--- src/rtl/mem_port_arbiter_pkg.sv ---
// Shared pipeline definitions for the single-port memory arbiter.
// Holds the FSM state codes, the owner encoding and the default bus widths.
package mem_port_arbiter_pkg;

   localparam int ADDR_W_DEF = 12;
   localparam int DATA_W_DEF = 16;

   typedef logic [1:0] arb_state_t;

   localparam arb_state_t ST_IDLE   = 2'd0;
   localparam arb_state_t ST_ACCESS = 2'd1;
   localparam arb_state_t ST_WAIT   = 2'd2;
   localparam arb_state_t ST_RESP   = 2'd3;

   localparam logic OWN_IF = 1'b0;
   localparam logic OWN_DM = 1'b1;

endpackage

--- src/rtl/mem_port_arbiter_if.sv ---
// Fetch, data-stage and memory-side signals of the arbiter, bundled together.
// The slave modport is the arbiter's view; master is the pipeline/memory side.
interface mem_port_arbiter_if
   import mem_port_arbiter_pkg::*;
#(
   parameter int ADDR_W = ADDR_W_DEF,
   parameter int DATA_W = DATA_W_DEF
);

   logic              if_req;
   logic [ADDR_W-1:0] if_addr;
   logic              if_flush;
   logic              if_ack;
   logic [DATA_W-1:0] if_rdata;
   logic              if_stall;

   logic              dm_req;
   logic              dm_we;
   logic [ADDR_W-1:0] dm_addr;
   logic [DATA_W-1:0] dm_wdata;
   logic              dm_ack;
   logic [DATA_W-1:0] dm_rdata;
   logic              dm_stall;

   logic              mem_rd;
   logic              mem_wr;
   logic [ADDR_W-1:0] mem_addr;
   logic [DATA_W-1:0] mem_wdata;
   logic [DATA_W-1:0] mem_rdata;

   modport slave (
      input  if_req, if_addr, if_flush,
      input  dm_req, dm_we, dm_addr, dm_wdata,
      input  mem_rdata,
      output if_ack, if_rdata, if_stall,
      output dm_ack, dm_rdata, dm_stall,
      output mem_rd, mem_wr, mem_addr, mem_wdata
   );

   modport master (
      output if_req, if_addr, if_flush,
      output dm_req, dm_we, dm_addr, dm_wdata,
      output mem_rdata,
      input  if_ack, if_rdata, if_stall,
      input  dm_ack, dm_rdata, dm_stall,
      input  mem_rd, mem_wr, mem_addr, mem_wdata
   );

endinterface

--- src/rtl/mem_port_arbiter.sv ---
// Shares one single-port memory between instruction fetch and the data stage,
// one access at a time, data first with a bounded wait for a pending fetch.
module mem_port_arbiter
   import mem_port_arbiter_pkg::*;
#(
   parameter int ADDR_W     = ADDR_W_DEF,
   parameter int DATA_W     = DATA_W_DEF,
   parameter int STARVE_MAX = 3
) (
   input  logic               clk,
   input  logic               rst,
   mem_port_arbiter_if.slave  bus
);

   localparam int                CNT_W   = $clog2(STARVE_MAX + 1);
   localparam logic [CNT_W-1:0]  CNT_MAX = CNT_W'(STARVE_MAX);

   arb_state_t        state;
   logic              owner;
   logic              cmd_we;
   logic              flushed;
   logic [CNT_W-1:0]  starve_cnt;
   logic [ADDR_W-1:0] addr_q;
   logic [DATA_W-1:0] wdata_q;
   logic [DATA_W-1:0] if_rdata_q;
   logic [DATA_W-1:0] dm_rdata_q;

   logic grant_dm;
   logic grant_if;
   logic flush_seen;

   // Data wins unless fetch has already waited through STARVE_MAX data grants.
   always_comb begin
      grant_dm = bus.dm_req && !(bus.if_req && (starve_cnt == CNT_MAX));
      grant_if = bus.if_req && !grant_dm;
   end

   assign flush_seen = flushed || (bus.if_flush && (owner == OWN_IF));

   always_ff @(posedge clk) begin
      if (rst) begin
         state      <= ST_IDLE;
         owner      <= OWN_IF;
         cmd_we     <= 1'b0;
         flushed    <= 1'b0;
         starve_cnt <= '0;
         addr_q     <= '0;
         wdata_q    <= '0;
         if_rdata_q <= '0;
         dm_rdata_q <= '0;
      end else begin
         case (state)
            ST_IDLE: begin
               flushed <= 1'b0;
               if (!bus.if_req || grant_if)
                  starve_cnt <= '0;
               else if (grant_dm && (starve_cnt != CNT_MAX))
                  starve_cnt <= starve_cnt + CNT_W'(1);

               if (grant_dm) begin
                  owner   <= OWN_DM;
                  cmd_we  <= bus.dm_we;
                  addr_q  <= bus.dm_addr;
                  wdata_q <= bus.dm_wdata;
                  state   <= ST_ACCESS;
               end else if (grant_if) begin
                  owner  <= OWN_IF;
                  cmd_we <= 1'b0;
                  addr_q <= bus.if_addr;
                  state  <= ST_ACCESS;
               end
            end
            ST_ACCESS: begin
               if (flush_seen)
                  flushed <= 1'b1;
               state <= cmd_we ? ST_RESP : ST_WAIT;
            end
            ST_WAIT: begin
               // A cancelled fetch still finishes on the memory but leaves if_rdata alone.
               if (owner == OWN_DM)
                  dm_rdata_q <= bus.mem_rdata;
               else if (!flush_seen)
                  if_rdata_q <= bus.mem_rdata;
               if (flush_seen)
                  flushed <= 1'b1;
               state <= ST_RESP;
            end
            ST_RESP: state <= ST_IDLE;
            default: state <= ST_IDLE;
         endcase
      end
   end

   assign bus.mem_rd    = (state == ST_ACCESS) && !cmd_we;
   assign bus.mem_wr    = (state == ST_ACCESS) && cmd_we;
   assign bus.mem_addr  = addr_q;
   assign bus.mem_wdata = wdata_q;

   assign bus.if_ack   = (state == ST_RESP) && (owner == OWN_IF) && !flushed;
   assign bus.dm_ack   = (state == ST_RESP) && (owner == OWN_DM);
   assign bus.if_rdata = if_rdata_q;
   assign bus.dm_rdata = dm_rdata_q;
   assign bus.if_stall = bus.if_req && !bus.if_ack;
   assign bus.dm_stall = bus.dm_req && !bus.dm_ack;

endmodule

--- src/flat_wrapper.sv ---
// flat-port wrapper written by rule: the top's interface ports become plain ports
module mem_port_arbiter_flat import mem_port_arbiter_pkg::*;
#(
   parameter int ADDR_W     = ADDR_W_DEF,
   parameter int DATA_W     = DATA_W_DEF,
   parameter int STARVE_MAX = 3
)
  (clk, rst, bus_if_req, bus_if_addr, bus_if_flush, bus_dm_req, bus_dm_we, bus_dm_addr, bus_dm_wdata, bus_mem_rdata, bus_if_ack, bus_if_rdata, bus_if_stall, bus_dm_ack, bus_dm_rdata, bus_dm_stall, bus_mem_rd, bus_mem_wr, bus_mem_addr, bus_mem_wdata);
  mem_port_arbiter_if #(.ADDR_W(ADDR_W), .DATA_W(DATA_W)) bus_i ();
  input  logic clk;
  input  logic rst;
  input wire logic [$bits(bus_i.if_req)-1:0] bus_if_req;
  input wire logic [$bits(bus_i.if_addr)-1:0] bus_if_addr;
  input wire logic [$bits(bus_i.if_flush)-1:0] bus_if_flush;
  input wire logic [$bits(bus_i.dm_req)-1:0] bus_dm_req;
  input wire logic [$bits(bus_i.dm_we)-1:0] bus_dm_we;
  input wire logic [$bits(bus_i.dm_addr)-1:0] bus_dm_addr;
  input wire logic [$bits(bus_i.dm_wdata)-1:0] bus_dm_wdata;
  input wire logic [$bits(bus_i.mem_rdata)-1:0] bus_mem_rdata;
  output wire logic [$bits(bus_i.if_ack)-1:0] bus_if_ack;
  output wire logic [$bits(bus_i.if_rdata)-1:0] bus_if_rdata;
  output wire logic [$bits(bus_i.if_stall)-1:0] bus_if_stall;
  output wire logic [$bits(bus_i.dm_ack)-1:0] bus_dm_ack;
  output wire logic [$bits(bus_i.dm_rdata)-1:0] bus_dm_rdata;
  output wire logic [$bits(bus_i.dm_stall)-1:0] bus_dm_stall;
  output wire logic [$bits(bus_i.mem_rd)-1:0] bus_mem_rd;
  output wire logic [$bits(bus_i.mem_wr)-1:0] bus_mem_wr;
  output wire logic [$bits(bus_i.mem_addr)-1:0] bus_mem_addr;
  output wire logic [$bits(bus_i.mem_wdata)-1:0] bus_mem_wdata;
  assign bus_i.if_req = bus_if_req;
  assign bus_i.if_addr = bus_if_addr;
  assign bus_i.if_flush = bus_if_flush;
  assign bus_i.dm_req = bus_dm_req;
  assign bus_i.dm_we = bus_dm_we;
  assign bus_i.dm_addr = bus_dm_addr;
  assign bus_i.dm_wdata = bus_dm_wdata;
  assign bus_i.mem_rdata = bus_mem_rdata;
  assign bus_if_ack = bus_i.if_ack;
  assign bus_if_rdata = bus_i.if_rdata;
  assign bus_if_stall = bus_i.if_stall;
  assign bus_dm_ack = bus_i.dm_ack;
  assign bus_dm_rdata = bus_i.dm_rdata;
  assign bus_dm_stall = bus_i.dm_stall;
  assign bus_mem_rd = bus_i.mem_rd;
  assign bus_mem_wr = bus_i.mem_wr;
  assign bus_mem_addr = bus_i.mem_addr;
  assign bus_mem_wdata = bus_i.mem_wdata;
  mem_port_arbiter #(.ADDR_W(ADDR_W), .DATA_W(DATA_W), .STARVE_MAX(STARVE_MAX)) u_core (.clk(clk), .rst(rst), .bus(bus_i));
endmodule
--- config.mk ---
export PLATFORM = sky130hd
export DESIGN_NAME = mem_port_arbiter_flat
export DESIGN_NICKNAME = d
export VERILOG_FILES = /design/src/rtl/mem_port_arbiter_pkg.sv /design/src/rtl/mem_port_arbiter_if.sv /design/src/rtl/mem_port_arbiter.sv /design/src/flat_wrapper.sv
export SDC_FILE = /design/constraint.sdc
export NUM_CORES = 1
export LEC_CHECK = 0
export BUFFER_PORTS_ARGS = -buffer_cell sky130_fd_sc_hd__buf_2
export CAP_MARGIN = 20
export CORE_MARGIN = 1.5
export CORE_UTILIZATION = 46
export DETAILED_ROUTE_END_ITERATION = 16
export PLACE_DENSITY_LB_ADDON = 0.15
export SYNTH_ARGS = -nofsm -noshare
export SYNTH_HDL_FRONTEND = slang
export SYNTH_SLANG_ARGS = --single-unit
--- constraint.sdc ---
create_clock -name clk -period 2 [get_ports clk]
set_input_delay 0.1 -clock clk [delete_from_list [all_inputs] [get_ports clk]]
set_output_delay 0.1 -clock clk [all_outputs]
set_load 0.005 [all_outputs]
==> summary.md, run 1 <==
| Metric | Value |
|---|---|
| Antenna Violating Nets Remaining | `0` |
| VDD IR max | `0.652 mV` |
| Flop2flop setup slack | `0.25 ns` |
| Actual transition at the worst max-transition pin | `0.595 ns` |
| Count of distinct cell types in the synthesized netlist | `29` |
| Clock slew at reported path FFs | `0.07 ns` |
| Net count of the mapped netlist | `394` |
| Final Wtd Congestion | `0.713` |
| Count of pins over their slew limit | `0` |
| Max-cap violations | `0` |
| Floorplan die width | `78.9 µm` |
| Most common flop cell mapped by yosys | `dfxtp_1` |
| Sequential cell area fraction in the yosys report | `50.7%` |
| Number of antenna violations at the first check in global routing | `0` |
| Number of CTS-inserted buffers | `9` |
| Period minus WS final | `1.75 ns` |
| Synthesized netlist cell count | `327` |
| Post-detailed-placement cell area | `3310 µm²` |
| Share of final-layout standard cells stronger than drive strength 1 | `32.1%` |
| Number of vias in the routed layout | `2742` |
| Number of cells in the finished layout apart from fillers | `540` |
| Max frequency | `572 MHz` |
| Clock root buffer master | `clkbuf_8` |
| Power density relative to cell area | `1050 nW/µm²` |
| Die Y-Extent | `78.9 µm` |
| Cells after DPL | `506` |
| Area growth from synthesis to layout | `40.5%` |
| Overall global routing resource usage | `23.5%` |
| Average size of a mapped cell | `8.10 µm²` |
| Detail-routed via count per cell | `5.08` |
| TritonCTS Sinks | `67` |
| Total grt overflow | `0` |
| Synthesized flop and latch total | `67` |
| CTS tree | `yes` |
| Data arrival time of the worst path | `1.97 ns` |
| Cell-by-cell listing of the critical path | `inv_1 > ha_1 > or4b_1 > nand2_1 > a21oi_1` |
| Maximum number of pins on one net before global-route repair | `41` |
| Leakage dissipation | `0.00168 µW` |
| Area occupied by multi-input gates | `1180 µm²` |
| Required time worst endpoint | `2.22 ns` |
| Post-DR wirelength/cell | `13.3 µm` |
| Number of hold violations in the final report | `0` |
| Starting utilization of the core area | `47.8%` |
| Crit start category | `flip-flop` |
| Share of the clock period used by the worst path | `87.4%` |
| Outcome | `complete, no violations` |
| Quantity of gates resized following cts | `0` |
| Category of the most critical setup path | `flip-flop to flip-flop` |
| DR iter-0 viols | `115` |
| Row count | `27` |
| Drc violations | `0` |
| Number of diodes added for antenna fixing | `0` |
| Crit path capture type | `flip-flop` |
| Clock insertion delay at the later pin of the skew report | `0.34 ns` |
| Finished layout cell area | `3720 µm²` |
| Synthesized area | `2650 µm²` |
| Number of global-route vias before repair | `2532` |
| Number of top-level pins | `128` |
| Number of nets in the layout | `530` |
| Share of synthesized registers carrying an async set or reset | `0%` |
| Total area of sequential cells | `1340 µm²` |
| Number of failing setup endpoints in the final timing report | `0` |
| Number of iterations in the first detailed-routing pass | `4` |
| Clock Path Buffers | `2` |
| Final-layout fill cell count | `491` |
| Sum Neg Setup Slack | `0 ns` |
| Largest clock skew in the final design | `0.00884 ns` |
| Worst slew slack as a fraction of its limit | `60.4%` |
| Minimum setup slack in the final design | `0.253 ns` |
| Peak per-stage delay on the critical path | `0.73 ns` |
| CP max FO | `16` |
| HPWL reported at the end of detailed placement | `4620 µm` |
| First-pass GRT wire length | `11500 µm` |
| Post-synth EDFFs | `0` |
| RSZ-0062 raised after global routing | `no` |
| Core Footprint | `5540 µm²` |
| Setup slack at placement | `0.273 ns` |
| Wire length after detailed routing | `7190 µm` |
| H-tree Lvls | `3` |
| Count of buffers from port buffering | `127` |
| Tightest Hold Check Type | `input port to flip-flop` |
| Cell type of the slowest stage on the worst timing path | `or4b_1` |
| Yosys warning count | `0` |
| Die footprint | `6220 µm²` |
## report_power, final
| group | total (µW) | switching (µW) | internal [µW] |
|---|---|---|---|
| Clock | 1270 | 497 | 769 |
| Sequential | 1630 | 112 | 1520 |
| Combinational | 1020 | 584 | 434 |
| Total | 3920 | 1190 | 2720 |
## cells in the final DEF, fill, tap and decap left out, types with 2 or more instances in the layout
master / n
and2_1: 3
nor2b_1: 4
a211oi_1: 12
nand3_1: 17
clkbuf_8: 11
ha_1: 5
dfxtp_1: 67
o21ai_0: 17
nand3b_1: 2
buf_4: 4
nor2_1: 15
a21oi_1: 64
dlygate4sd3_1: 18
nor3b_1: 2
nand2_1: 79
inv_1: 3
buf_2: 127
bufinv_16: 2
## flip-flops by register name, indices dropped and copies added (netlist names)
register and count:
u_core.bus.mem_addr 12, u_core.state 2, u_core.bus.mem_wdata 16, u_core.bus.dm_rdata 16, u_core.bus.if_rdata 16, u_core.owner 1, u_core.flushed 1, u_core.cmd_we 1
u_core.starve_cnt 2
## metal layers
metal  vias up  track usage [%]  wire length (µm)
li1       1379                -                 -
met1      1252             27.7              3070
met2        99             39.9              3530
met3        12             5.98               466
met4         0             11.4               124
met5         -                0                 0
## worst max-delay path, delay by kind of cell, from the launching register on
kind | cells | cell delay (ns)
compound gates | 1 | 0.09
flops | 1 | 0.35
simple gates | 2 | 0.91
fa+ha+maj | 1 | 0.20
buf+inv | 1 | 0.09
## Yosys cell counts (all sizes together) (2+ instances only)
| master | n | area, µm² |
|---|---|---|
| a211oi | 12 | 90.1 |
| nor2b | 4 | 25.0 |
| nand3b | 2 | 15.0 |
| and2 | 3 | 18.8 |
| inv | 3 | 11.3 |
| o21ai | 18 | 90.1 |
| nand2 | 79 | 297 |
| ha | 5 | 62.6 |
| nor2 | 15 | 56.3 |
| buf | 13 | 68.8 |
| nor3b | 2 | 15.0 |
| nand3 | 17 | 85.1 |
| a21oi | 64 | 320 |
| dfxtp | 67 | 1340 |
| clkbuf | 12 | 45.0 |
## cell families (layout without fill, tap and decap cells)
group                    Yosys count  in the layout  share of synthesized area (%)
AND/OR/NAND/NOR                  126            126                           21.2
adder cells (fa/ha/maj)            5              5                           2.36
multiplexers                       1              1                          0.378
AO/OA/AOI/OAI                    100            100                           20.7
flip-flops                        67             67                           50.7
buffers and inverters             28            169                           4.73
## area by class of cell
| cell class | count | share of cell area (%) |
|---|---|---|
| Clock buffer | 12 | 4.17 |
| Multi-Input combinational cell | 232 | 31.8 |
| Timing Repair Buffer | 150 | 23.3 |
| Tap cell | 72 | 2.42 |
| Clock inverter | 4 | 1.95 |
| Sequential cell | 67 | 36.0 |
| Inverter | 3 | 0.303 |
## repair_timing
action	CTS	global route
hold buffers	18	0
hold endpoints to repair	19	0
setup endpoints to repair	0	0
setup buffers	0	0
## stage by stage
stage	utilization, %	hold WS [ns]	total power, µW
floorplan	-	0.236	2260
global route	67.2	0.00637	4150
finish	67.2	0.0158	3920
CTS	67.2	0.000872	3940
global placement	59.8	0.350	2620
detailed placement	59.8	0.354	2650
## path summary, 6_finish.rpt
path,from,end,cells after the start
max,u_core.state[0],u_core.bus.if_rdata[4],5
min,bus_if_addr[0],u_core.bus.mem_addr[0],3
max reg2reg,u_core.state[0],u_core.bus.if_rdata[4],5
min reg2reg,u_core.bus.dm_rdata[11],u_core.bus.dm_rdata[11],2
No activity file was read; power rests on OpenSTA's default activity.
==> inputs of run 2 (changes only) <==
==> constraint.sdc (replaced) <==
create_clock -name clk -period 2 [get_ports clk]
set_input_delay 0.4 -clock clk [delete_from_list [all_inputs] [get_ports clk]]
set_output_delay 0.4 -clock clk [all_outputs]
set_load 0.005 [all_outputs]
==> run 2 against run 1 <==
Cell area is 5.5% lower. Register-to-register slack hardly changed. First-iteration DRC count is 23% lower. Sequential power hardly changed. Largest cell class unchanged. Highest routed layer unchanged.
==> summary.md, run 2 (synthesis results as in run 1) <==
| Metric | Value |
|---|---|
| Outcome | `complete, no violations` |
| Maximum number of pins on one net before global-route repair | `42 (+2.4%)` |
| Capture instance of the worst register-to-register path | `u_core.bus.if_rdata[10]` |
| RSZ-0062 raised after global routing | `no` |
| First-pass GRT wire length | `10600 µm (-7.9%)` |
| Clock slew at reported path FFs | `0.07 ns (about the same)` |
| Count of buffers from port buffering | `127 (unchanged)` |
| Startpoint of the worst setup timing path | `u_core.state[0]` |
| Count of pins over their slew limit | `0 (unchanged)` |
| Number of CTS-inserted buffers | `9 (unchanged)` |
| Data arrival time of the worst path | `1.96 ns (about the same)` |
| Most common cell after layout, fill and taps aside | `buf_2` |
| Sum Neg Setup Slack | `0 ns (unchanged)` |
| Largest clock skew in the final design | `0.00750 ns (-0.00134 ns)` |
| H-tree Lvls | `3 (unchanged)` |
| CTS tree | `yes` |
| Leakage dissipation | `0.00160 µW (-5.0%)` |
| Clock root buffer master | `clkbuf_8` |
| Crit path capture type | `flip-flop` |
| Finished Core Util | `63.4% (-3.7 points)` |
| Flop2flop setup slack | `0.25 ns (about the same)` |
| Drc violations | `0 (unchanged)` |
| DR iter-0 viols | `89 (-23%)` |
| Number of top-level pins | `128 (unchanged)` |
| Setup slack at placement | `0.245 ns (-0.0275 ns)` |
| Worst reg2reg path startpoint | `u_core.state[0]` |
| Wire length after detailed routing | `6690 µm (-7.1%)` |
| Final Wtd Congestion | `0.716 (+0.45%)` |
| Clock insertion delay at the later pin of the skew report | `0.33 ns (about the same)` |
| Core Footprint | `5540 µm² (unchanged)` |
| Antenna Violating Nets Remaining | `0 (unchanged)` |
| Max frequency | `571 MHz (-0.20%)` |
| Floorplan die width | `78.9 µm (unchanged)` |
| CP max FO | `16 (unchanged)` |
| Area growth from synthesis to layout | `32.8%` |
| Starting utilization of the core area | `47.8% (unchanged)` |
| Number of antenna violations at the first check in global routing | `0 (unchanged)` |
| Number of buffers inserted by post-CTS setup repair | `0 (unchanged)` |
| Number of iterations in the first detailed-routing pass | `4 (unchanged)` |
| Worst hold endpoint | `u_core.bus.mem_addr[4]` |
| Post-DR wirelength/cell | `12.8 µm (-4.0%)` |
| Number of failing setup endpoints in the final timing report | `0 (unchanged)` |
| Overall global routing resource usage | `21.9% (-1.7 points)` |
| Number of global-route vias before repair | `2348 (-7.3%)` |
| Number of hold violations in the final report | `0 (unchanged)` |
| Hold slack final | `0.306 ns (+0.290 ns)` |
| TritonCTS Sinks | `67 (unchanged)` |
| Period minus WS final | `1.75 ns (+0.00354 ns)` |
| Count of hold-fix buffers inserted at cts | `0 (-18)` |
| Row count | `27 (unchanged)` |
| Die Y-Extent | `78.9 µm (unchanged)` |
| Path depth of the worst reg2reg path | `5 (unchanged)` |
| Hold depth | `3 (unchanged)` |
| Share of the clock period used by the worst path | `87.5% (+0.18 points)` |
| HPWL reported at the end of detailed placement | `4650 µm (+0.67%)` |
| Actual transition at the worst max-transition pin | `0.584 ns (-0.0105 ns)` |
| Commonest non-fill, non-tap cells in the layout | `buf_2 (127), nand2_1 (79), dfxtp_1 (67)` |
| Worst slew slack as a fraction of its limit | `61.0% (+0.60 points)` |
| Die footprint | `6220 µm² (unchanged)` |
| Required time worst endpoint | `2.21 ns (about the same)` |
| Cells after DPL | `507 (+0.20%)` |
| Total grt overflow | `0 (unchanged)` |
| Power density relative to cell area | `1070 nW/µm² (+1.6%)` |
| Clock Path Buffers | `2 (unchanged)` |
| Quantity of gates resized following cts | `0 (unchanged)` |
| Number of diodes added for antenna fixing | `0 (unchanged)` |
| Category of the most critical setup path | `flip-flop to flip-flop` |
| Critical hold path startpoint | `bus_if_addr[4]` |
| Number of nets in the layout | `513 (-3.2%)` |
| Share of final-layout standard cells stronger than drive strength 1 | `33.0% (+0.99 points)` |
| VDD IR max | `0.691 mV (+6.1%)` |
| Number of vias in the routed layout | `2611 (-4.8%)` |
| Crit start category | `flip-flop` |
| Max-cap violations | `0 (unchanged)` |
| Tightest Hold Check Type | `input port to flip-flop` |
| Minimum setup slack in the final design | `0.249 ns (-0.00354 ns)` |
| Number of cells in the finished layout apart from fillers | `523 (-3.1%)` |
| Detail-routed via count per cell | `4.99 (-1.7%)` |
[run 2: cell count changes in the layout (fill, tap and decap cells not counted), sizes merged]
cell and delta:
clkbuf +3, bufinv -1, buf +1, dlygate4sd3 -18, clkinvlp -1, clkinv -1
[run 2: worst max path at each step]
stage	endpoint	slack, ns
3_5_place_dp	u_core.bus.if_rdata[9]	0.25
3_3_place_gp	u_core.bus.if_rdata[10]	0.30
6_report	u_core.bus.if_rdata[10]	0.25
2_1_floorplan	u_core.bus.if_rdata[12]	0.48
4_1_cts	bus_if_stall	0.22
5_1_grt	u_core.bus.if_rdata[4]	0.12
[run 2: final cells by class]
| cell class | instances | area [µm²] |
|---|---|---|
| clock buffer | 15 | 176 |
| clock inverter | 1 | 30.0 |
| fill | 503 | 2030 |
| inverter | 3 | 11.3 |
| multi-input combinational | 232 | 1180 |
| sequential | 67 | 1340 |
| tap | 72 | 90.1 |
| timing repair buffer | 133 | 681 |
[run 2: power by group]
group / total [µW] / switching (µW) / internal [µW]
Combinational: 969 / 560 / 409
Clock: 1160 / 478 / 681
Sequential: 1630 / 108 / 1520
Total: 3760 / 1150 / 2610
[run 2: through the flow]
step / power (µW) / instance area, µm²
final: 3760 / 3510
after global routing: 4000 / 3510
after CTS: 3800 / 3510
after detailed placement: 2640 / 3310
after global placement: 2620 / 3310
after floorplan: 2260 / 2650
[run 2: metal layers]
layer / GRT usage, % / share of wire (%)
met4: 10.5 / 1.3
met3: 6.44 / 7.3
met1: 26.3 / 42
met5: 0 / 0
met2: 35.8 / 49
[run 2: critical path, cell delays in order (launching register included)]
cell	delay (ns)
dfxtp_1	0.35
inv_1	0.09
ha_1	0.21
or4b_1	0.73
nand2_1	0.17
a21oi_1	0.07
==> inputs of run 3 (changes only) <==
--- a/config.mk
+++ b/config.mk
@@ -7,9 +7,11 @@
 export LEC_CHECK = 0
 export BUFFER_PORTS_ARGS = -buffer_cell sky130_fd_sc_hd__buf_2
 export CAP_MARGIN = 20
+export CORE_ASPECT_RATIO = 1.25
 export CORE_MARGIN = 1.5
-export CORE_UTILIZATION = 46
+export CORE_UTILIZATION = 41
 export DETAILED_ROUTE_END_ITERATION = 16
+export GPL_TIMING_DRIVEN = 0
 export PLACE_DENSITY_LB_ADDON = 0.15
 export SYNTH_ARGS = -nofsm -noshare
 export SYNTH_HDL_FRONTEND = slang
==> constraint.sdc (replaced) <==
create_clock -name clk -period 1.5 [get_ports clk]
set_input_delay 0.3 -clock clk [delete_from_list [all_inputs] [get_ports clk]]
set_output_delay 0.3 -clock clk [all_outputs]
set_load 0.005 [all_outputs]
==> run 3 against run 2 <==
The flow now finishes with violations (setup timing). Setup slack worse by 0.31 ns. Global-route usage down 0.30 points. Critical path depth shrank 1. Worst hold slack lost 0.10 ns. Sequential share of layout area decreased by 3.2 points. Highest routed layer unchanged.
==> summary.md, run 3 (synthesis results as in run 1) <==
| Metric | Value |
|---|---|
| Number of antenna violations at the first check in global routing | `0 (unchanged)` |
| Final Wtd Congestion | `0.771 (+7.7%)` |
| Leakage dissipation | `0.00172 µW (+7.9%)` |
| Maximum number of pins on one net before global-route repair | `17 (-60%)` |
| Cell Int Power | `3890 µW (+49%)` |
| Detail-routed via count per cell | `4.97 (-0.42%)` |
| Starting utilization of the core area | `42.7% (-5.1 points)` |
| Finished layout cell area | `3860 µm² (+9.8%)` |
| Count of pins over their slew limit | `0 (unchanged)` |
| DR iter-0 viols | `73 (-18%)` |
| Largest clock skew in the final design | `0.0110 ns (+0.00352 ns)` |
| Finished Core Util | `62.2% (-1.3 points)` |
| Clk network pwr share | `30.1% (-0.8 points)` |
| Max-cap violations | `0 (unchanged)` |
| Final total power | `5610 µW (+49%)` |
| Overall global routing resource usage | `21.6% (-0.30 points)` |
| Worst slew slack as a fraction of its limit | `64.3% (+3.4 points)` |
| Period minus WS final | `1.56 ns` |
| Row count | `32 (+19%)` |
| Final-layout fill cell count | `554 (+10%)` |
| Number of CTS-inserted buffers | `9 (unchanged)` |
| Post-DR wirelength/cell | `13.5 µm (+5.5%)` |
| Clock Path Buffers | `2 (unchanged)` |
| Net switching power | `1720 µW (+50%)` |
| Die Y-Extent | `92.8 µm (+18%)` |
| Crit path capture type | `primary output` |
| First-pass GRT wire length | `11600 µm (+9.0%)` |
| Total grt overflow | `0 (unchanged)` |
| TritonCTS Sinks | `67 (unchanged)` |
| Power density relative to cell area | `1450 nW/µm² (+36%)` |
| Minimum setup slack in the final design | `-0.0627 ns (-0.312 ns)` |
| Number of global-route vias before repair | `2601 (+11%)` |
| Required time worst endpoint | `1.20 ns (-1.01 ns)` |
| Number of hold violations in the final report | `0 (unchanged)` |
| Cell type of the slowest stage on the worst timing path | `dfxtp_4` |
| Wire length after detailed routing | `7570 µm (+13%)` |
| Flop pwr share | `39.5% (-3.8 points)` |
| Share of final-layout standard cells stronger than drive strength 1 | `39.3% (+6.2 points)` |
| Drc violations | `0 (unchanged)` |
| Number of failing setup endpoints in the final timing report | `21 (+21)` |
| Cell-by-cell listing of the critical path | `ha_4 > nor3b_4 > nor2b_1 > buf_2` |
| Post-detailed-placement cell area | `3400 µm² (+2.8%)` |
| RSZ-0062 raised after global routing | `yes` |
| Floorplan die width | `74.9 µm (-5.1%)` |
| CTS tree | `yes` |
| Peak per-stage delay on the critical path | `0.39 ns (-0.34 ns)` |
| Die footprint | `6950 µm² (+12%)` |
| Data arrival time of the worst path | `1.26 ns (-0.70 ns)` |
| Antenna Violating Nets Remaining | `0 (unchanged)` |
| Core Footprint | `6210 µm² (+12%)` |
| Number of diodes added for antenna fixing | `0 (unchanged)` |
| Tightest Hold Check Type | `input port to flip-flop` |
| VDD IR max | `1.11 mV (+61%)` |
| Number of iterations in the first detailed-routing pass | `4 (unchanged)` |
| Max frequency | `640 MHz` |
| CP max FO | `5 (-11)` |
| Actual transition at the worst max-transition pin | `0.535 ns (-0.0492 ns)` |
| Number of vias in the routed layout | `2789 (+6.8%)` |
| Clock insertion delay at the later pin of the skew report | `0.33 ns (about the same)` |
| Outcome | `complete, but fails checks` |
| Number of nets in the layout | `538 (+4.9%)` |
| Share of the clock period used by the worst path | `104%` |
| Combinational fraction of design power | `30.5% (+4.7 points)` |
| Category of the most critical setup path | `flip-flop to primary output` |
| H-tree Lvls | `3 (unchanged)` |
| Count of buffers from port buffering | `126 (-0.79%)` |
| Most common cell after layout, fill and taps aside | `buf_2` |
| Violated checks | `setup timing` |
| Crit start category | `flip-flop` |
| Clock slew at reported path FFs | `0.07 ns (about the same)` |
| Commonest non-fill, non-tap cells in the layout | `buf_2 (127), nand2_1 (78), dfxtp_1 (64)` |
| Number of top-level pins | `128 (unchanged)` |
| Net switching fraction of the power | `30.7% (+0.16 points)` |
| Area growth from synthesis to layout | `45.7%` |
| Clock root buffer master | `clkbuf_8` |
| HPWL reported at the end of detailed placement | `5180 µm (+11%)` |
[run 3: cell types whose count changed in the layout (fill, tap and decap cells not counted), sizes merged]
cell and change:
buf +16, clkinv +1, clkbuf +6, clkinvlp +2, bufinv +1, inv -1
[run 3: per-stage QoR]
step	hold WS (ns)	TNS, ns	setup WS (ns)	instances
final	0.202	-0.752	-0.0627	561
after detailed placement	0.443	-5.81	-0.254	538
after CTS	0.193	-0.288	-0.0895	558
after global routing	0.202	-2.48	-0.135	561
after global placement	0.439	-4.62	-0.212	538
after floorplan	0.436	0	0.00273	327
[run 3: layout make-up]
type | count | area, µm² | share of cell area, %
Inverter | 3 | 15.0 | 0.389
Buffer | 21 | 145 | 3.76
Tap cell | 85 | 106 | 2.76
Sequential cell | 67 | 1350 | 35.0
Timing Repair Buffer | 137 | 732 | 19.0
Clock inverter | 4 | 72.6 | 1.88
Clock buffer | 12 | 155 | 4.02
Multi-Input combinational cell | 232 | 1280 | 33.2
[run 3: timing repair]
action	in CTS	in global routing
gates resized for setup	21	41
endpoints found under the setup margin	49	67
pin swaps	0	5
cloned	1	1
hold buffers	0	0
setup buffers	5	4
[run 3: power groups by stage]
stage                     registers, µW  logic (µW)  clock network, µW
after global routing               2250        1900               1800
after floorplan                    2230         800                  0
after CTS                          2200        1500               1720
final                              2210        1710               1680
after detailed placement           2220        1350                  0
after global placement             2210        1330                  0
[run 3: worst paths after layout]
path,cells past startpoint,slack [ns],to,start
setup / recovery,4,-0.06,bus_if_stall,u_core.state[1]
hold / removal,3,0.20,u_core.bus.mem_addr[6],bus_if_addr[6]
setup reg to reg,6,-0.06,u_core.bus.if_rdata[12],u_core.state[0]
hold reg to reg,2,0.45,u_core.bus.if_rdata[11],u_core.bus.if_rdata[11]
[run 3: critical path, delay by kind of cell, from the launching register on]
family | cells | cell delay (ns)
DFF | 1 | 0.39
buffers and inverters | 1 | 0.12
adders and majority gates | 1 | 0.14
and+or+nand+nor | 2 | 0.29
[run 3: routing by layer]
layer,wire length (µm),track usage [%],share of wire [%]
met5,0,0,0
met4,86,8.18,1.1
met3,449,4.90,5.9
met2,4000,39.1,53
met1,3030,23.6,40
